## config.mk

```make
export PLATFORM = sky130hd
export DESIGN_NAME = hazard_unit_mc
export DESIGN_NICKNAME = d
export VERILOG_FILES = /design/src/rtl/riscv_pipe_pkg.sv /design/src/rtl/hazard_unit_mc_sat_counter.sv /design/src/rtl/hazard_unit_mc.sv
export SDC_FILE = /design/constraint.sdc
export NUM_CORES = 1
export LEC_CHECK = 0
export ABC_AREA = 1
export BUFFER_PORTS_ARGS = -buffer_cell sky130_fd_sc_hd__buf_4
export CAP_MARGIN = 10
export CELL_PAD_IN_SITES_DETAIL_PLACEMENT = 1
export CELL_PAD_IN_SITES_GLOBAL_PLACEMENT = 2
export CORE_MARGIN = 3
export CORE_UTILIZATION = 32
export CTS_BUF_LIST = sky130_fd_sc_hd__clkbuf_2
export CTS_CLUSTER_DIAMETER = 30
export CTS_CLUSTER_SIZE = 40
export DETAILED_ROUTE_END_ITERATION = 16
export GPL_TIMING_DRIVEN = 0
export HOLD_SLACK_MARGIN = 0.02
export PLACE_DENSITY = 0.85
export SKIP_CTS_REPAIR_TIMING = 1
export SLEW_MARGIN = 20
export SYNTH_ARGS = -nofsm -noshare
export SYNTH_HDL_FRONTEND = slang
export SYNTH_SLANG_ARGS = --single-unit
```

## constraint.sdc

```tcl
create_clock -name clk -period 4.5 [get_ports clk]
set_clock_uncertainty 0.1 [all_clocks]
set_input_delay 0.225 -clock clk [delete_from_list [all_inputs] [get_ports clk]]
set_output_delay 0.225 -clock clk [all_outputs]
set_load 0.01 [all_outputs]
```

## src/rtl/riscv_pipe_pkg.sv

```systemverilog
// Shared definitions for the pipelined core's hazard logic.
//   FWD_*        : E-stage operand mux selects (register file / writeback / memory)
//   waitState_t  : memory-wait watchdog states
//   WAIT_W       : width of the consecutive-wait counter (covers MAX_WAIT up to 2**16-1)
package riscv_pipe_pkg;

    localparam logic [1:0] FWD_RF  = 2'b00;
    localparam logic [1:0] FWD_WB  = 2'b01;
    localparam logic [1:0] FWD_MEM = 2'b10;

    localparam int WAIT_W = 16;

    typedef enum logic {
        ST_RUN  = 1'b0,
        ST_WAIT = 1'b1
    } waitState_t;

endpackage

```

## src/rtl/hazard_unit_mc_sat_counter.sv

```systemverilog
// Saturating up-counter used for the hazard performance counters.
// Ports:
//   clk    in  clock, rising edge
//   reset  in  asynchronous active-high clear
//   inc    in  count one event this cycle
//   clr    in  synchronous clear; wins over a same-cycle inc
//   count  out current value, holds at all-ones instead of wrapping
module sat_counter #(
    parameter int W = 32
) (
    input  logic         clk,
    input  logic         reset,
    input  logic         inc,
    input  logic         clr,
    output logic [W-1:0] count
);

    always_ff @(posedge clk or posedge reset) begin
        if (reset) begin
            count <= '0;
        end else if (clr) begin
            count <= '0;
        end else if (inc && (count != {W{1'b1}})) begin
            count <= count + 1'b1;
        end
    end

endmodule

```

## src/rtl/hazard_unit_mc.sv

```systemverilog
// Hazard unit for the 5-stage pipeline with variable-latency data memory.
// Drives stage stalls/flushes and E-stage forwarding, watches for memory
// waits that run too long and counts hazard events.
// Ports:
//   clk, reset                       clock / async active-high reset
//   rs1_d, rs2_d                     sources of the instruction in D
//   rs1_e, rs2_e, rd_e               sources / destination in E
//   rd_m, regwrite_m                 destination / write enable in M
//   rd_w, regwrite_w                 destination / write enable in W
//   result_src_e0                    instruction in E is a load
//   pcsrc_e                          taken branch/jump resolved in E
//   mem_req_m, mem_ready             M-stage memory access and its completion
//   cnt_clr                          sync clear of counters and mem_timeout
//   stall_f/d/e/m, flush_d/e/w       pipeline register controls
//   forward_ae, forward_be           E operand mux selects
//   mem_timeout                      sticky: one wait reached MAX_WAIT cycles
//   lu_cnt, mw_cnt, fl_cnt           load-use stalls / wait cycles / branch flushes
//
// Watchdog states:
//   state   | meaning
//   ST_RUN  | no memory wait in progress, waitCnt = 0
//   ST_WAIT | memory wait in progress, waitCnt = waited cycles (saturating)
module hazard_unit_mc
    import riscv_pipe_pkg::*;
#(
    parameter int REG_AW   = 5,
    parameter int CNT_W    = 32,
    parameter int MAX_WAIT = 255
) (
    input  logic              clk,
    input  logic              reset,
    input  logic [REG_AW-1:0] rs1_d,
    input  logic [REG_AW-1:0] rs2_d,
    input  logic [REG_AW-1:0] rs1_e,
    input  logic [REG_AW-1:0] rs2_e,
    input  logic [REG_AW-1:0] rd_e,
    input  logic [REG_AW-1:0] rd_m,
    input  logic [REG_AW-1:0] rd_w,
    input  logic              regwrite_m,
    input  logic              regwrite_w,
    input  logic              result_src_e0,
    input  logic              pcsrc_e,
    input  logic              mem_req_m,
    input  logic              mem_ready,
    input  logic              cnt_clr,
    output logic              stall_f,
    output logic              stall_d,
    output logic              stall_e,
    output logic              stall_m,
    output logic              flush_d,
    output logic              flush_e,
    output logic              flush_w,
    output logic [1:0]        forward_ae,
    output logic [1:0]        forward_be,
    output logic              mem_timeout,
    output logic [CNT_W-1:0]  lu_cnt,
    output logic [CNT_W-1:0]  mw_cnt,
    output logic [CNT_W-1:0]  fl_cnt
);

    localparam logic [WAIT_W-1:0] MAX_WAIT_V = WAIT_W'(MAX_WAIT);

    logic              memStall;
    logic              lwStall;
    logic [1:0]        fwdA;
    logic [1:0]        fwdB;
    waitState_t        state;
    waitState_t        nextState;
    logic [WAIT_W-1:0] waitCnt;
    logic [WAIT_W-1:0] nextWaitCnt;
    logic              timeoutQ;
    logic              nextTimeout;

    assign memStall = mem_req_m & ~mem_ready;

    // Load-use only matters when the pipe is moving; a memory wait freezes E anyway.
    assign lwStall = ~memStall & result_src_e0 & (rd_e != '0) &
                     ((rs1_d == rd_e) | (rs2_d == rd_e));

    always_comb begin
        fwdA = FWD_RF;
        if (regwrite_m && (rd_m != '0) && (rs1_e == rd_m)) begin
            fwdA = FWD_MEM;
        end else if (regwrite_w && (rd_w != '0) && (rs1_e == rd_w)) begin
            fwdA = FWD_WB;
        end
    end

    always_comb begin
        fwdB = FWD_RF;
        if (regwrite_m && (rd_m != '0) && (rs2_e == rd_m)) begin
            fwdB = FWD_MEM;
        end else if (regwrite_w && (rd_w != '0) && (rs2_e == rd_w)) begin
            fwdB = FWD_WB;
        end
    end

    // Outputs are forced low while reset is asserted so the datapath sees a
    // quiet hazard unit immediately, not only after the next edge.
    always_comb begin
        stall_f    = 1'b0;
        stall_d    = 1'b0;
        stall_e    = 1'b0;
        stall_m    = 1'b0;
        flush_d    = 1'b0;
        flush_e    = 1'b0;
        flush_w    = 1'b0;
        forward_ae = FWD_RF;
        forward_be = FWD_RF;
        if (!reset) begin
            forward_ae = fwdA;
            forward_be = fwdB;
            if (memStall) begin
                // Branch is held in frozen E and re-presents once memory completes.
                stall_f = 1'b1;
                stall_d = 1'b1;
                stall_e = 1'b1;
                stall_m = 1'b1;
                flush_w = 1'b1;
            end else begin
                stall_f = lwStall & ~pcsrc_e;
                stall_d = lwStall & ~pcsrc_e;
                flush_d = pcsrc_e;
                flush_e = lwStall | pcsrc_e;
            end
        end
    end

    always_ff @(posedge clk or posedge reset) begin
        if (reset) begin
            state    <= ST_RUN;
            waitCnt  <= '0;
            timeoutQ <= 1'b0;
        end else begin
            state    <= nextState;
            waitCnt  <= nextWaitCnt;
            timeoutQ <= nextTimeout;
        end
    end

    always_comb begin
        nextState   = state;
        nextWaitCnt = waitCnt;
        nextTimeout = timeoutQ;
        case (state)
            ST_RUN: begin
                if (memStall) begin
                    nextState   = ST_WAIT;
                    nextWaitCnt = WAIT_W'(1);
                end
            end
            ST_WAIT: begin
                if (memStall) begin
                    if (waitCnt != MAX_WAIT_V) begin
                        nextWaitCnt = waitCnt + 1'b1;
                    end
                end else begin
                    nextState   = ST_RUN;
                    nextWaitCnt = '0;
                end
            end
            default: begin
                nextState   = ST_RUN;
                nextWaitCnt = '0;
            end
        endcase
        // Set only on the edge the count arrives at the limit; the pipe stays frozen.
        if ((nextWaitCnt == MAX_WAIT_V) && (waitCnt != MAX_WAIT_V)) begin
            nextTimeout = 1'b1;
        end
        if (cnt_clr) begin
            nextTimeout = 1'b0;
        end
    end

    assign mem_timeout = timeoutQ;

    sat_counter #(.W(CNT_W)) uLuCnt (
        .clk   (clk),
        .reset (reset),
        .inc   (lwStall & ~pcsrc_e),
        .clr   (cnt_clr),
        .count (lu_cnt)
    );

    sat_counter #(.W(CNT_W)) uMwCnt (
        .clk   (clk),
        .reset (reset),
        .inc   (memStall),
        .clr   (cnt_clr),
        .count (mw_cnt)
    );

    sat_counter #(.W(CNT_W)) uFlCnt (
        .clk   (clk),
        .reset (reset),
        .inc   (pcsrc_e & ~memStall),
        .clr   (cnt_clr),
        .count (fl_cnt)
    );

endmodule

```

# After elaboration in Yosys (flattened, before gate mapping)
# Cells that the tools add are included.
# word_totals
wordCells	76
in_bits	44
out_inout_bits	108
latchBits	0
rom_bits	0
mem_count	0
ramBits	0
reg_bits	114
# op_classes
reduce_logical	17
n_shift	0
n_div	0
mux	26
add_sub_neg	4
n_eq_ne	11
bitwise_logic	12
n_lt_le_gt_ge	0
mul	0
# ops
op	count
$mux 32	6
$add 32x1->32 const B	3
$ne 32x32->1 const B	3
$mux 16	3
$pmux 16 s2	1
$eq 5x5->1	6
$add 16x1->16 const B	1
$eq 16x8->1 const B	1
$ne 16x8->1 const B	1
$reduce_bool 5->1	3
$mux 1	12
$logic_and 1x1->1	10
$mux 2	4
$reduce_bool 2->1	4
$and 1x1->1	6
$not 1->1	4
$or 1x1->1	2

# Longest topological paths before layout
# Gate-level depths: netlist of the first run.
# logic_depth
ltp_word	10
mapped_depth	15
depth_no_buf	15

# By module
# Synthesis of the first run repeated with hierarchy kept, for this count alone.
# unflattened
cells_unflattened	1364
hier_area_um2	8600.7
# by_module_without_submodules
module	area_per_inst_um2	cells_each	seq_area_each_um2	instances
sat_counter	2274.7	360	800.8	3
hazard_unit_mc	1776.7	284	450.4	1

# Worst setup path before layout of the first run
# OpenSTA, ideal clock, no wires.
# synth_timing
kind	in2out
from	input reset
to	output flush_e
arrival_ns	3.126
path_buffers	1
setup_slack_ns	1.049
required_ns	4.175
stages	3
cell_sequence	clkbuf_1 -> inv_1 -> o21a_1
# synth_between
elab_chain_len	1
# synth_lines
item	line_no	text
from (decl)	hazard_unit_mc.sv:31	input logic reset,
$mux 1	hazard_unit_mc.sv:110	if (!reset) begin
to (decl)	hazard_unit_mc.sv:51	output logic flush_e,
# No other way between the ends.

# Worst setup path after layout of the first run
# layout_timing
from	register uLuCnt.count[1]
to	register uLuCnt.count[1]
# layout_between
elab_chain_len	3
elab_cells_between_ends	6
cone_classes	add/sub (1); eq/ne (1); mux (2); reduce/logical (2)
# layout_lines
item	line_no	text
from (decl)	hazard_unit_mc_sat_counter.sv:15	output logic [W-1:0] count
from (signal assigned)	hazard_unit_mc_sat_counter.sv:24	count <= count + 1'b1;
$add 32x1->32 or $ne 32x32->1 (tied branches)	hazard_unit_mc_sat_counter.sv:24, hazard_unit_mc_sat_counter.sv:23	
$mux 32 or $logic_and 1x1->1 (tied branches)	hazard_unit_mc_sat_counter.sv:23	end else if (inc && (count != {W{1'b1}})) begin
$mux 32 or $reduce_bool 2->1 (tied branches)	--	
# Parallel ways exist; a longest one is shown, timed or not. The select of a mux whose other input is x is not followed.
# A chain may end at the register's enable or synchronous reset.

==> results, run 1 <==
- The final period demand of the worst path is 2.75 ns.
- The routed via count is 8312.
- The vertical extent of the die is 164 microns.
- Summed over all layers, the routed wires come to about 28 mm.
- The CTS sink count is between 100 and 150.
- In this run the cell area of the synthesized design comes to 8000 sq um.
- The synthesized design devotes to its leading area cell type 35.7% of total area.
- The internal power of the cells totals between 1.5 and 2 mW.
- Routability-driven placement finished with a final weighted congestion of ~0.9.
- The number of distinct library cells after synthesis is 47.
- In this run the worst path has a maximum fanout of 5.
- The routed via count divided by cell count is ~5.
- The final-layout fill cell count is 3164.
- For this design the ratio of total power to cell area is ~220 nW/um^2.
- The final design instance area without fill is 9920 sq um.
- Registers take about 2900 sq um.
- In this run, the clock network consumes about two fifths of the power.
- The layout-stage area growth over the synthesis result is 24.0%.
- The minimum setup slack after placement is 2.00 ns.
- A synthesized cell averages 6.99 sq um.
- The share of the yosys chip area belonging to registers is 35.7%.
- The worst hold path belongs to the class in -> reg.
- Across the run, the number of max-cap violations was 0.
- The async set or reset register ratio after synthesis is between 90% and 100%.
- CTS built an H-tree with a depth of 4.
- The TritonCTS clock tree is done.
- In this run the standard cell core region covers roughly 24000 sq um.
- For this run, the total global-route usage over all layers was measured as 21.3%.
- After clock tree synthesis, the clock-pin slew on the worst setup and hold paths is 0.18 ns.
- Clock tree synthesis inserted a total of 17 buffers.
- Combinational cells account for 10.5% of the total power.
- The critical path class is reg -> reg.
- Counting along the longest clock path gives a buffer depth of 2.
- The total of buffers placed on input and output ports is 149.
- The starting density of the core is 32.7%.
- The layer flagged by global routing as most heavily used is met2.
- Of the total power, the share spent switching nets is about 29%.
- Once detail routing completed, the nets flagged for antenna violations numbered 0.
- In the synthesized netlist the dominant register cell turns out to be sky130_fd_sc_hd__dfrtp_1.
- Entering global routing, the biggest net connects 60 pins.
- The placed cell area is 9550 sq um.
- The routed wire length per instance is 16.9 microns.
- The pin slew with the least headroom to its limit is 0.851 ns.
- Global routing consumed, on the met3 layer, 3.00% of the routing resources.
- Headroom to the max-slew limit came out at 43.2%.
- Pin placement for this block handled between 150 and 200 I/O pins.
- The area used by multi-input combinational logic is roughly 4400 sq um.
- Synthesis handed over a netlist of 1144 instances.
- Summed over all nets, the switching power comes to 611 uW.
- Tracing the worst setup path back leads to its startpoint at uLuCnt.count[1].
- Clock tree synthesis selected as its root buffer the cell sky130_fd_sc_hd__clkbuf_2.
- The count of yosys warnings during synthesis is 0.
- For this run, design rule violations remaining after detail routing come to 0.
- The hold violation count in the final report is 0.
- In this run, the number of DRC markers left after iteration 0 of detailed routing was 382.
- The worst hold slack is 0.0205 ns.
- The launching element type of the critical path is a flip-flop.
- The clock latency reported for the late side of the worst-skew pair is about 0.73 ns.
- The global-route congestion overflow total is 0.
- Counting flops and latches in the post-synthesis netlist gives 114.
- The design draws 2.14 mW.
- The number of failing setup endpoints in the final timing report is 0.
- The final worst setup slack is 1.75 ns.
- For this design the static power due to leakage is 4.41 nW.
- The floorplan die width is 164 microns.
- The net count of the finished layout is 1367.
- The number of global-route vias before repair is 8634.
- The worst register-to-register path begins at uLuCnt.count[1].
- The iteration count of the initial detailed-routing pass is 7.
- The number of nets in the synthesized netlist is about 1200.
- The worst path required time is 5.03 ns.
- The worst setup path is captured at a flip-flop.
- The maximum resistive drop on vdd is 0.107 mV.
- The placed wire-length estimate after detailed placement is about 22 mm.
- The global routing usage on met1 is approximately 28%.
- The global-route wire length before repair is around 46 mm.
- The run finished with clean final reports.
- The number of antenna violations at the first check in global routing is 1.
- In this run the most critical hold path is launched from mem_req_m.
- The number of slew-limit violations in the final report came to 0.
- Setup repair after global routing left no endpoint under its margin.
- The floorplan step defined a die boundary enclosing ~27000 sq um.
- The final critical path takes up 61.1% of the cycle.
- In this run, synthesis inferred 0 flip-flops with an integrated enable.
- Derived from the worst setup path, the maximum achievable clock frequency is 364 MHz.
- In the global route stage, met2 resource usage came out at a little under two fifths.
- The data arrival time of the critical path is 3.28 ns.
- The most area-hungry cell type in the Yosys netlist is sky130_fd_sc_hd__dfrtp_1.
- The fraction of layout instances using a drive strength above 1 is 20.8%.
- The total number of placement rows is 57.
- In this run, flip-flops and latches consume 48.7% of the power.
- By area the synthesized netlist is led by sky130_fd_sc_hd__dfrtp_1 36%, sky130_fd_sc_hd__nand2_1 14%, sky130_fd_sc_hd__nor2_1 6.6%, sky130_fd_sc_hd__nand3_1 6.1%, sky130_fd_sc_hd__inv_1 5.6%.
[state kept, by name (all words and copies together) (netlist names)]
name and flops:
uFlCnt.count 32, uLuCnt.count 32, uMwCnt.count 32, waitCnt 16
mem_timeout 1, state 1
[through the flow]
stage	std cells	setup TNS (ns)	util, %
floorplan	1144	0	-
global placement	1617	-83.78	38.9
detailed placement	1618	0	39.1
CTS	1650	0	40.3
global route	1658	0	40.5
finish	1658	0	40.5
[cell usage after synthesis, types with 5 or more instances]
master	instances
sky130_fd_sc_hd__inv_2	17
sky130_fd_sc_hd__nand2_1	292
sky130_fd_sc_hd__nor2_1	140
sky130_fd_sc_hd__xnor2_1	27
sky130_fd_sc_hd__nor4_1	19
sky130_fd_sc_hd__o21ai_0	24
sky130_fd_sc_hd__nand4_1	31
sky130_fd_sc_hd__nor3_2	6
sky130_fd_sc_hd__nor3_1	53
sky130_fd_sc_hd__dfrtp_1	114
sky130_fd_sc_hd__o21a_1	5
sky130_fd_sc_hd__or2_2	6
sky130_fd_sc_hd__a21oi_1	25
sky130_fd_sc_hd__o21ai_1	9
sky130_fd_sc_hd__nor2_2	11
sky130_fd_sc_hd__o21ai_2	10
sky130_fd_sc_hd__inv_1	119
sky130_fd_sc_hd__o31ai_1	14
sky130_fd_sc_hd__nand2_2	7
sky130_fd_sc_hd__nand3_1	97
sky130_fd_sc_hd__buf_2	10
sky130_fd_sc_hd__xor2_1	44
sky130_fd_sc_hd__buf_4	5
sky130_fd_sc_hd__clkbuf_1	8
[worst paths after layout]
| path | end | slack [ns] | cells past startpoint |
|---|---|---|---|
| max in group asynchronous | uLuCnt.count[31] | 3.40 | 4 |
| min in group asynchronous | uMwCnt.count[4] | 0.18 | 3 |
| setup / recovery | uLuCnt.count[1] | 1.75 | 11 |
| hold reg to reg | mem_timeout | 0.45 | 2 |
| hold / removal | waitCnt[1] | 0.02 | 8 |
| setup reg to reg | uLuCnt.count[1] | 1.75 | 11 |
[per-layer routing]
layer / part of all wire, % / vias up
met4: 1.2 / 0
met5: 0 / -
li1: - / 4093
met3: 3.4 / 26
met2: 49 / 156
met1: 46 / 4037
[kinds of logic after synthesis]
| group | Yosys count | share of synthesized area (%) |
|---|---|---|
| simple gates | 685 | 39.3 |
| buf+inv | 169 | 8.73 |
| flops | 114 | 35.7 |
| compound gates | 101 | 7.89 |
| xor+xnor | 71 | 7.78 |
| fa+ha+maj | 4 | 0.626 |
[area by class of cell]
type                            instances  share of cell area (%)
Inverter                              138                    5.30
Sequential cell                       114                    28.8
Buffer                                 31                    1.79
Tap cell                              324                    4.09
Antenna cell                            2                  0.0505
Clock buffer                           17                   0.858
Multi-Input combinational cell        861                    44.8
Timing Repair Buffer                  156                    12.2
Clock inverter                         15                    2.17
[cells in the final DEF, fill, tap and decap left out, drive strengths merged, types with 4 or more instances in the layout]
cell | netlist | final
clkinv | 1 | 7
xor2 | 44 | 44
nor3 | 62 | 62
o31ai | 14 | 14
dfrtp | 114 | 114
ha | 4 | 4
nand3 | 100 | 100
inv | 137 | 137
buf | 23 | 173
nand2 | 303 | 303
nand4 | 32 | 32
nor4 | 19 | 19
dlygate4sd3 | 0 | 6
xnor2 | 27 | 27
clkbuf | 8 | 25
a21oi | 27 | 27
o21a | 5 | 5
nor2 | 155 | 155
clkinvlp | 0 | 4
bufinv | 0 | 5
o21ai | 43 | 43
nor3b | 5 | 5
or2 | 6 | 6
[power by group through the flow]
stage / registers [mW] / clock network [mW] / logic (mW)
after floorplan: 1.06 / 0 / 0.120
after global placement: 1.06 / 0 / 0.218
after detailed placement: 1.06 / 0 / 0.226
after CTS: 1.04 / 0.904 / 0.226
after global routing: 1.04 / 0.941 / 0.251
final: 1.04 / 0.873 / 0.224
[critical path, cell delays in order, from the launching register on]
cell	delay [ns]
sky130_fd_sc_hd__dfrtp_1	0.50
sky130_fd_sc_hd__ha_1	0.28
sky130_fd_sc_hd__nand3_1	0.22
sky130_fd_sc_hd__inv_1	0.10
sky130_fd_sc_hd__nand2_1	0.11
sky130_fd_sc_hd__nor2_2	0.18
sky130_fd_sc_hd__nand3_1	0.15
sky130_fd_sc_hd__nand3_2	0.19
sky130_fd_sc_hd__dlygate4sd3_1	0.66
sky130_fd_sc_hd__nand2_1	0.07
sky130_fd_sc_hd__nand2_1	0.06
sky130_fd_sc_hd__nor2_1	0.04
Power figures use the tool's default switching activity.
==> inputs of run 2 (changes only) <==
- ABC_AREA: 1 -> 0
- CORE_UTILIZATION: 32 -> 30
- PLACE_DENSITY: 0.85 -> 0.8
- clock period: 4.5 -> 2.33 ns (I/O delays scaled with it)
==> results, run 2 <==
- The vertical extent of the die is 153 microns (-6.6%).
- STA classifies the critical path startpoint as a flip-flop.
- The data arrival time of the critical path is 3.04 ns (-0.24 ns).
- The post-route non-filler standard cell count was 1285 (-22%).
- The TritonCTS clock tree is done.
- The final reports fail on negative setup slack.
- The pin slew with the least headroom to its limit is 0.867 ns (+0.0154 ns).
- The number of buffers on the longest clock path is 2 (unchanged).
- The net count of the finished layout is 1045 (-24%).
- The tightest min-delay check is of the in -> reg type.
- The layout-stage area growth over the synthesis result is 50.7%.
- The hold violation count in the final report is 0 (unchanged).
- The maximum operating frequency is 396 MHz (+8.9%).
- The capture point of the worst reg-to-reg path is uFlCnt.count[9].
- The total of buffers placed on input and output ports is 151 (+1.3%).
- Yosys attributes the largest share of cell area to sky130_fd_sc_hd__dfrtp_1 44%, sky130_fd_sc_hd__xnor2_1 7.3%, sky130_fd_sc_hd__xor2_1 6.2%, sky130_fd_sc_hd__nor2_1 5.9%, sky130_fd_sc_hd__nand3_1 3.8%.
- The routability congestion estimate is 0.843 (-6.6%).
- The clock latency reported for the late side of the worst-skew pair is 0.71 ns (-0.02 ns).
- The share of the yosys chip area belonging to registers was 43.9% (+8.2 points).
- The placed cell area was 8140 sq um (-15%).
- The area used by multi-input combinational logic is 3980 sq um (-11%).
- The max-cap check violation count was 0 (unchanged).
- The routed via count was 6588 (-21%).
- The number of synthesized flops with an enable pin is 0 (unchanged).
- The startpoint identified for the worst register-to-register timing path is uFlCnt.count[13].
- The fraction of layout instances using a drive strength above 1 is 40.0% (+19 points).
- The overall power after layout was 4.06 mW (+90%).
- The iteration count of the initial detailed-routing pass is 4 (-3).
- The async set or reset register ratio after synthesis is 100% (unchanged).
- The normalized max-slew margin is 42.2% (-1.0 points).
- The post-synthesis average cell area was 8.90 sq um (+27%).
- The root buffer selected by CTS is sky130_fd_sc_hd__clkbuf_2.
- The leading cell type by number of instances after synthesis is sky130_fd_sc_hd__dfrtp_1.
- The number of slew-limit violations in the final report is 0 (unchanged).
- The number of nets still failing antenna checks after routing came to 0 (unchanged).
- The endpoint of the worst setup timing path is uFlCnt.count[9].
- The number of instances in the placed design is 1160 (-28%).
- The predominant post-synthesis flop cell is sky130_fd_sc_hd__dfrtp_1.
- The maximum number of pins on one net before global-route repair is 33 (-45%).
- The worst path required time came to 2.84 ns (-2.19 ns).
- The synthesized flop and latch total is 114 (unchanged).
- The worst hold slack was 0.121 ns (+0.101 ns).
- Among all stages on the critical path, the largest delay is contributed by sky130_fd_sc_hd__or4b_4.
- The maximum resistive drop on vdd is 0.245 mV (+130%).
- The fraction of the core area covered by cells at the end of the flow was 46.3% (+5.8 points).
- The H-tree depth reported by CTS is 4 (unchanged).
- The global-route wire length before repair is 34.4 mm (-25%).
- In the final layout, the registers with the most flip-flops are uFlCnt.count: 32 flops, uLuCnt.count: 32 flops, uMwCnt.count: 32 flops.
- The run finished, with violations left.
- The number of failing setup endpoints in the final timing report is 68 (+68).
- The all-layer global routing usage is 18.1% (-3.2 points).
- The die area came to 23500 sq um (-13%).
- The power density relative to cell area is 415 nW/um^2 (+92%).
- The number of antenna violations at the first check in global routing was 1 (unchanged).
- The static leakage is 4.20 nW (-4.8%).
- In the layout the commonest cells are 225 x sky130_fd_sc_hd__buf_4, 98 x sky130_fd_sc_hd__nor2_1, 87 x sky130_fd_sc_hd__dfrtp_1.
- The critical path is of the reg -> reg type.
- The register cell area after layout was 2890 sq um (+1.2%).
- The final period demand of the worst path came to 2.53 ns (-0.225 ns).
- The peak fanout along the critical path is 6 (+1).
- The I/O pin count is 152 (unchanged).
- The flop-to-flop setup slack is -0.20 ns (-1.95 ns).
- The placed wire-length estimate after detailed placement is 16.0 mm (-28%).
- The cell count of the worst reg-to-reg path came to 10 (-1).
- The final-layout fill cell count is 2462 (-22%).
- The beginning of the critical path is uFlCnt.count[13].
- The area of the core came to 21200 sq um (-14%).
- The portion of synthesized cell area occupied by the leading cell type was 43.9% (+8.2 points).
- Setup repair after global routing could not meet its margin everywhere.
- The routed wire length is 23.7 mm (-16%).
- Walking the worst path, the cells encountered are nand4_1 -> or4b_4 -> nor4_4 -> buf_6 -> buf_4 -> nor4_4 -> buf_4 -> nand2_2 -> xor2_1 -> nor2_1.
- The total negative slack for setup checks came to -6.42 ns (-6.42 ns).
- The longest individual stage delay on the worst path was 0.62 ns (-0.04 ns).
- The number of global-route vias before repair was 6321 (-27%).
- The clock transition at the register clock pins on the worst setup and hold paths after CTS is 0.20 ns (+0.02 ns).
- The final critical-path share of the clock period is 108% (+47 points).
- The count of yosys warnings during synthesis came to 0 (unchanged).
- The routed wire length per instance is 18.4 microns (+8.9%).
- The post-synth design cell area is 6500 sq um (-19%).
- The CTS sink count is 114 (unchanged).
- The worst setup path is captured at a flip-flop.
- The routed via count divided by cell count is 5.13 (+2.3%).
- Sorting the synthesized cells by how often they occur yields 114 x sky130_fd_sc_hd__dfrtp_1, 103 x sky130_fd_sc_hd__nor2_1, 57 x sky130_fd_sc_hd__nand2_1.
- The minimum setup slack after placement is -0.481 ns (-2.48 ns).
- The final design instance area without fill is 9790 sq um (-1.2%).
- The final worst setup slack came to -0.196 ns (-1.95 ns).
- The starting density of the core is 30.7% (-2.0 points).
- The most common library cell in the layout ignoring fill and taps is sky130_fd_sc_hd__buf_4.
- The count of routing violations after the opening detailed-route iteration is 302 (-21%).
- The total number of placement rows is 53 (-7.0%).
- Summed over all instances, the cell type with the most area after synthesis is sky130_fd_sc_hd__dfrtp_1.
- The net count of the mapped netlist was 778 (-35%).
- The TritonCTS buffer count is 17 (unchanged).
- The floorplan die width is 153 microns (-6.6%).
- The global-route congestion overflow total is 0 (unchanged).
- The gate count of the mapped netlist is 730 (-36%).
- The number of remaining DRC errors came to 0 (unchanged).
- The number of distinct library cells after synthesis came to 45 (-4.3%).
## run 2: cell types whose count changed in the layout (fill, tap and decap cells not counted), sizes merged, moves of 16 or more
| cell | previous run | this run |
|---|---|---|
| buf | 173 | 249 |
| inv | 137 | 17 |
| nand2 | 303 | 57 |
| nand3 | 100 | 49 |
| nor2 | 155 | 103 |
| nor3 | 62 | 19 |
| o21ai | 43 | 25 |
| or4 | 0 | 16 |
| xnor2 | 27 | 54 |
## run 2: worst min path at each step
stage,slack [ns],cells past startpoint,start,endpoint
floorplan,0.18,1,reset,flush_d
global placement,0.42,1,waitCnt[7],waitCnt[7]
detailed placement,0.15,2,reset,uFlCnt.count[0]
CTS,-0.71,2,reset,uFlCnt.count[4]
global route,0.11,7,rs2_d[4],uLuCnt.count[25]
finish,0.12,7,rs2_d[1],uLuCnt.count[25]
## run 2: kinds of logic (layout without fill, tap and decap cells)
family | after synthesis | in the layout | share of synthesized area (%)
buf+inv | 49 | 328 | 3.04
flops | 114 | 114 | 43.9
simple gates | 372 | 372 | 29.9
xor+xnor | 100 | 100 | 13.5
mux | 10 | 10 | 1.69
fa+ha+maj | 4 | 4 | 0.770
compound gates | 81 | 81 | 7.28
other cells | 0 | 1 | 0
## run 2: worst max-delay path, delay by kind of cell (launching register included)
kind / cells / cell delay [ns]
XOR/XNOR: 1 / 0.13
flip-flops: 1 / 0.46
AND/OR/NAND/NOR: 6 / 1.25
buffers and inverters: 3 / 0.47
## run 2: area by class of cell
type / count / area share [%]
clock buffer: 19 / 0.971
buffer: 27 / 1.65
antenna: 1 / 0.0255
clock inverter: 12 / 1.93
tap: 275 / 3.51
inverter: 18 / 0.728
multi-input combinational: 567 / 40.6
sequential: 114 / 29.5
timing repair buffer: 252 / 21.1
## run 2: power breakdown
group	switching, mW	total (mW)	internal [mW]
Sequential	0.0127	2.00	1.99
Combinational	0.241	0.425	0.184
Clock	0.828	1.63	0.805
Total	1.08	4.06	2.98
## run 2: per-layer routing
metal	up-vias	track usage [%]	share of wire (%)	routed length (microns)
met4	0	4.67	0.97	229
met1	3302	24.6	45	10800
met3	16	4.08	4.3	1020
li1	3134	-	-	-
met2	136	29.5	49	11700
met5	-	0	0	0
==> inputs of run 3 (changes only) <==
- CORE_UTILIZATION: 30 -> 31
- PLACE_DENSITY: 0.8 -> 0.81
- SYNTH_HIERARCHICAL: default -> 1
==> results, run 3 <==
- The run finished, with violations left.
- The final reports fail on negative setup slack.
- The routability congestion estimate is 0.760 (-9.8%).
- The async set or reset register ratio after synthesis is 100% (unchanged).
- The data arrival time of the critical path is 3.12 ns (+0.08 ns).
- The relative contribution of combinational cells to total power came to 9.7% (-0.8 points).
- After synthesis, the cell types taking the most area are sky130_fd_sc_hd__dfrtp_1 42%, sky130_fd_sc_hd__a21oi_1 6.3%, sky130_fd_sc_hd__or4_1 5.4%, sky130_fd_sc_hd__o31ai_1 5.1%, sky130_fd_sc_hd__xnor2_1 4.2%.
- The overall power after layout came to 3.98 mW (-2.1%).
- The routed via count is 7112 (+8.0%).
- The static leakage is 4.04 nW (-3.8%).
- The minimum setup slack after placement is -1.04 ns (-0.560 ns).
- The number of slew-limit violations in the final report is 0 (unchanged).
- The area of the core is 21400 sq um (+1.3%).
- The CTS sink count is 114 (unchanged).
- Setup repair after global routing could not meet its margin everywhere.
- The number of instances in the placed design is 1170 (+0.86%).
- The post-synthesis average cell area was 9.23 sq um (+3.7%).
- The worst path required time is 2.86 ns (+0.02 ns).
- The number of remaining DRC errors was 0 (unchanged).
- The max-cap check violation count is 0 (unchanged).
- The global-route congestion overflow total is 0 (unchanged).
- The number of failing setup endpoints in the final timing report is 58 (-15%).
- The library cells used most frequently in the layout, excluding fill and tap cells, are 198 x sky130_fd_sc_hd__buf_4, 93 x sky130_fd_sc_hd__dfrtp_1, 64 x sky130_fd_sc_hd__a21oi_1.
- In the final layout, the registers with the most flip-flops are uFlCnt/count: 32 flops, uLuCnt/count: 32 flops, uMwCnt/count: 32 flops.
- The number of buffers on the longest clock path is 2 (unchanged).
- The global-route wire length before repair was 35.4 mm (+2.8%).
- The net count of the finished layout is 1033 (-1.1%).
- The count of yosys warnings during synthesis was 6 (+6).
- The portion of total power attributed to the clock network was 39.7% (-0.5 points).
- The maximum number of pins on one net before global-route repair is 33 (unchanged).
- The switching power of the nets was 1.09 mW (+0.44%).
- The routed via count divided by cell count was 5.58 (+8.9%).
- The clock latency reported for the late side of the worst-skew pair is 0.73 ns (+0.02 ns).
- Among all stages on the critical path, the largest delay is contributed by sky130_fd_sc_hd__or4_4.
- The iteration count of the initial detailed-routing pass was 5 (+1).
- The worst setup path is launched from a flip-flop.
- The final period demand of the worst path came to 2.59 ns (+0.0616 ns).
- The floorplan die width came to 155 microns (+1.1%).
- The pin slew with the least headroom to its limit is 0.718 ns (-0.148 ns).
- The post-route non-filler standard cell count is 1274 (-0.86%).
- The normalized max-slew margin came to 52.0% (+9.8 points).
- The total of buffers placed on input and output ports is 151 (unchanged).
- The number of antenna violations at the first check in global routing came to 1 (unchanged).
- The placed cell area is 8370 sq um (+2.9%).
- The most area-hungry cell type in the Yosys netlist is sky130_fd_sc_hd__dfrtp_1.
- The number of global-route vias before repair is 6764 (+7.0%).
- The maximum operating frequency came to 386 MHz (-2.4%).
- The total number of placement rows is 53 (unchanged).
- The net count of the mapped netlist is 792 (+1.8%).
- The hold violation count in the final report is 0 (unchanged).
- The I/O pin count is 152 (unchanged).
- The routed wire length is 24.1 mm (+1.9%).
- The maximum resistive drop on vdd came to 0.212 mV (-13%).
- The most common cell in the synthesized netlist is sky130_fd_sc_hd__dfrtp_1.
- Counting stages on the worst path, the most repeated cell is sky130_fd_sc_hd__or4_4.
- The all-layer global routing usage came to 17.8% (-0.33 points).
- The routed wire length per instance is 18.9 microns (+2.8%).
- The fraction of layout instances using a drive strength above 1 is 41.8% (+1.7 points).
- The synthesized flop and latch total came to 114 (unchanged).
- The clock transition at the register clock pins on the worst setup and hold paths after CTS came to 0.20 ns (about the same).
- The worst hold path belongs to the class in -> async.
- The portion of synthesized cell area occupied by the leading cell type was 41.5% (-2.4 points).
- The number of nets still failing antenna checks after routing came to 0 (unchanged).
- The starting density of the core is 32.1% (+1.3 points).
- The share of power burned in registers came to 50.6% (+1.3 points).
- The vertical extent of the die is 155 microns (+1.1%).
- The power density relative to cell area came to 397 nW/um^2 (-4.3%).
- The commonest cells after synthesis are 114 x sky130_fd_sc_hd__dfrtp_1, 86 x sky130_fd_sc_hd__a21oi_1, 49 x sky130_fd_sc_hd__or4_1.
- The final critical-path share of the clock period is 111% (+2.6 points).
- The placed wire-length estimate after detailed placement is 15.8 mm (-0.77%).
- The critical path class is reg -> reg.
- The number of buffers and inverters on the critical path is 0 (-3).
- The root buffer selected by CTS is sky130_fd_sc_hd__clkbuf_2.
- The longest individual stage delay on the worst path is 0.58 ns (-0.04 ns).
- The final design instance area without fill came to 10000 sq um (+2.2%).
- The category of the worst setup path capture point is a flip-flop.
- Relative to the synthesized area, the layout overhead comes to 45.7%.
- TritonCTS built the clock tree.
- The post-synth design cell area was 6870 sq um (+5.7%).
- The H-tree depth reported by CTS is 4 (unchanged).
- The number of synthesized flops with an enable pin is 0 (unchanged).
- The TritonCTS buffer count came to 17 (unchanged).
- The internal power is 2.89 mW (-3.1%).
- The switching share of power is 27.3% (+0.70 points).
- The predominant post-synthesis flop cell is sky130_fd_sc_hd__dfrtp_1.
- The count of routing violations after the opening detailed-route iteration is 296 (-2.0%).
- The number of distinct library cells after synthesis is 64 (+42%).
- The cell family contributing the most delay on the critical path is simple AND/OR/NAND/NOR gates.
- The peak fanout along the critical path was 3 (-3).
- Leaving out fill and tap cells, the most frequent cell in the layout is sky130_fd_sc_hd__buf_4.
- The die area is 24000 sq um (+2.2%).
- The gate count of the mapped netlist is 744 (+1.9%).
- The final worst setup slack is -0.258 ns (-0.0616 ns).
- The critical path goes through or4_4 -> nor4_4 -> mux2i_1 -> a32oi_1 -> or4_4 -> o31ai_2.
- The share of the yosys chip area belonging to registers came to 41.5% (-2.4 points).
run 3: changes by cell type after synthesis, sizes merged, moves of 10 or more:
cell	change
clkbuf	-10
or4	+38
nor2b	-11
o31ai	+36
nor2	-70
or3	+28
xnor2	-21
xor2	-30
o21ai	+15
a21oi	+58
nand4	-15
inv	+10
run 3: area by class of cell:
cell class / instances / area [sq um]
clock inverter: 12 / 180
antenna: 1 / 2.50
fill: 2489 / 11400
timing repair inverter: 1 / 5.00
inverter: 28 / 109
tap: 275 / 344
timing repair buffer: 224 / 1790
multi-input combinational: 578 / 4450
sequential: 114 / 2880
clock buffer: 20 / 100
buffer: 21 / 153
run 3: cell families after synthesis:
family | Yosys count | share of synthesized area, %
AO/OA/AOI/OAI | 213 | 20.2
flip-flops | 114 | 41.5
XOR/XNOR | 49 | 6.25
buffers and inverters | 52 | 3.53
AND/OR/NAND/NOR | 307 | 27.0
multiplexers | 5 | 0.728
adder cells (fa/ha/maj) | 4 | 0.728
run 3: power groups by stage:
| stage | sequential, mW | combinational (mW) | clock [mW] |
|---|---|---|---|
| after floorplan | 2.04 | 0.172 | 0 |
| after global placement | 2.04 | 0.336 | 0 |
| after detailed placement | 2.04 | 0.340 | 0 |
| after CTS | 2.01 | 0.341 | 1.63 |
| after global routing | 2.01 | 0.430 | 1.72 |
| final | 2.01 | 0.387 | 1.58 |
run 3: per-layer routing:
layer,vias up,GRT usage [%],wire length (microns)
met4,0,3.74,312
met5,-,0,0
met1,3564,23.6,10700
met2,147,29.6,12100
met3,24,4.51,1040
li1,3377,-,-
run 3: final timing paths:
kind	from	depth (start not counted)	slack [ns]	end
setup reg to reg	waitCnt[8]	6	-0.26	mem_timeout
setup / recovery	waitCnt[8]	6	-0.26	mem_timeout
max in group asynchronous	reset	4	1.23	waitCnt[0]
min in group clk	rs1_d[2]	9	0.17	uLuCnt/count[16]
hold / removal	reset	3	0.11	waitCnt[7]
hold reg to reg	mem_timeout	2	0.42	mem_timeout
run 3: worst min-delay path, stage by stage:
cell                            delay, ns
sky130_fd_sc_hd__buf_4               0.16
sky130_fd_sc_hd__dlygate4sd3_1       0.70
sky130_fd_sc_hd__clkinvlp_2          0.40
run 3: metrics by stage:
step                hold WS, ns  setup TNS [ns]  utilization, %
global placement          0.306          -25.60            39.0
floorplan               -0.0281          -0.110               -
detailed placement        0.267          -29.23            39.1
finish                    0.111           -5.78            46.7
CTS                      -0.561          -17.79            40.4
global route             0.0491          -10.04            46.7
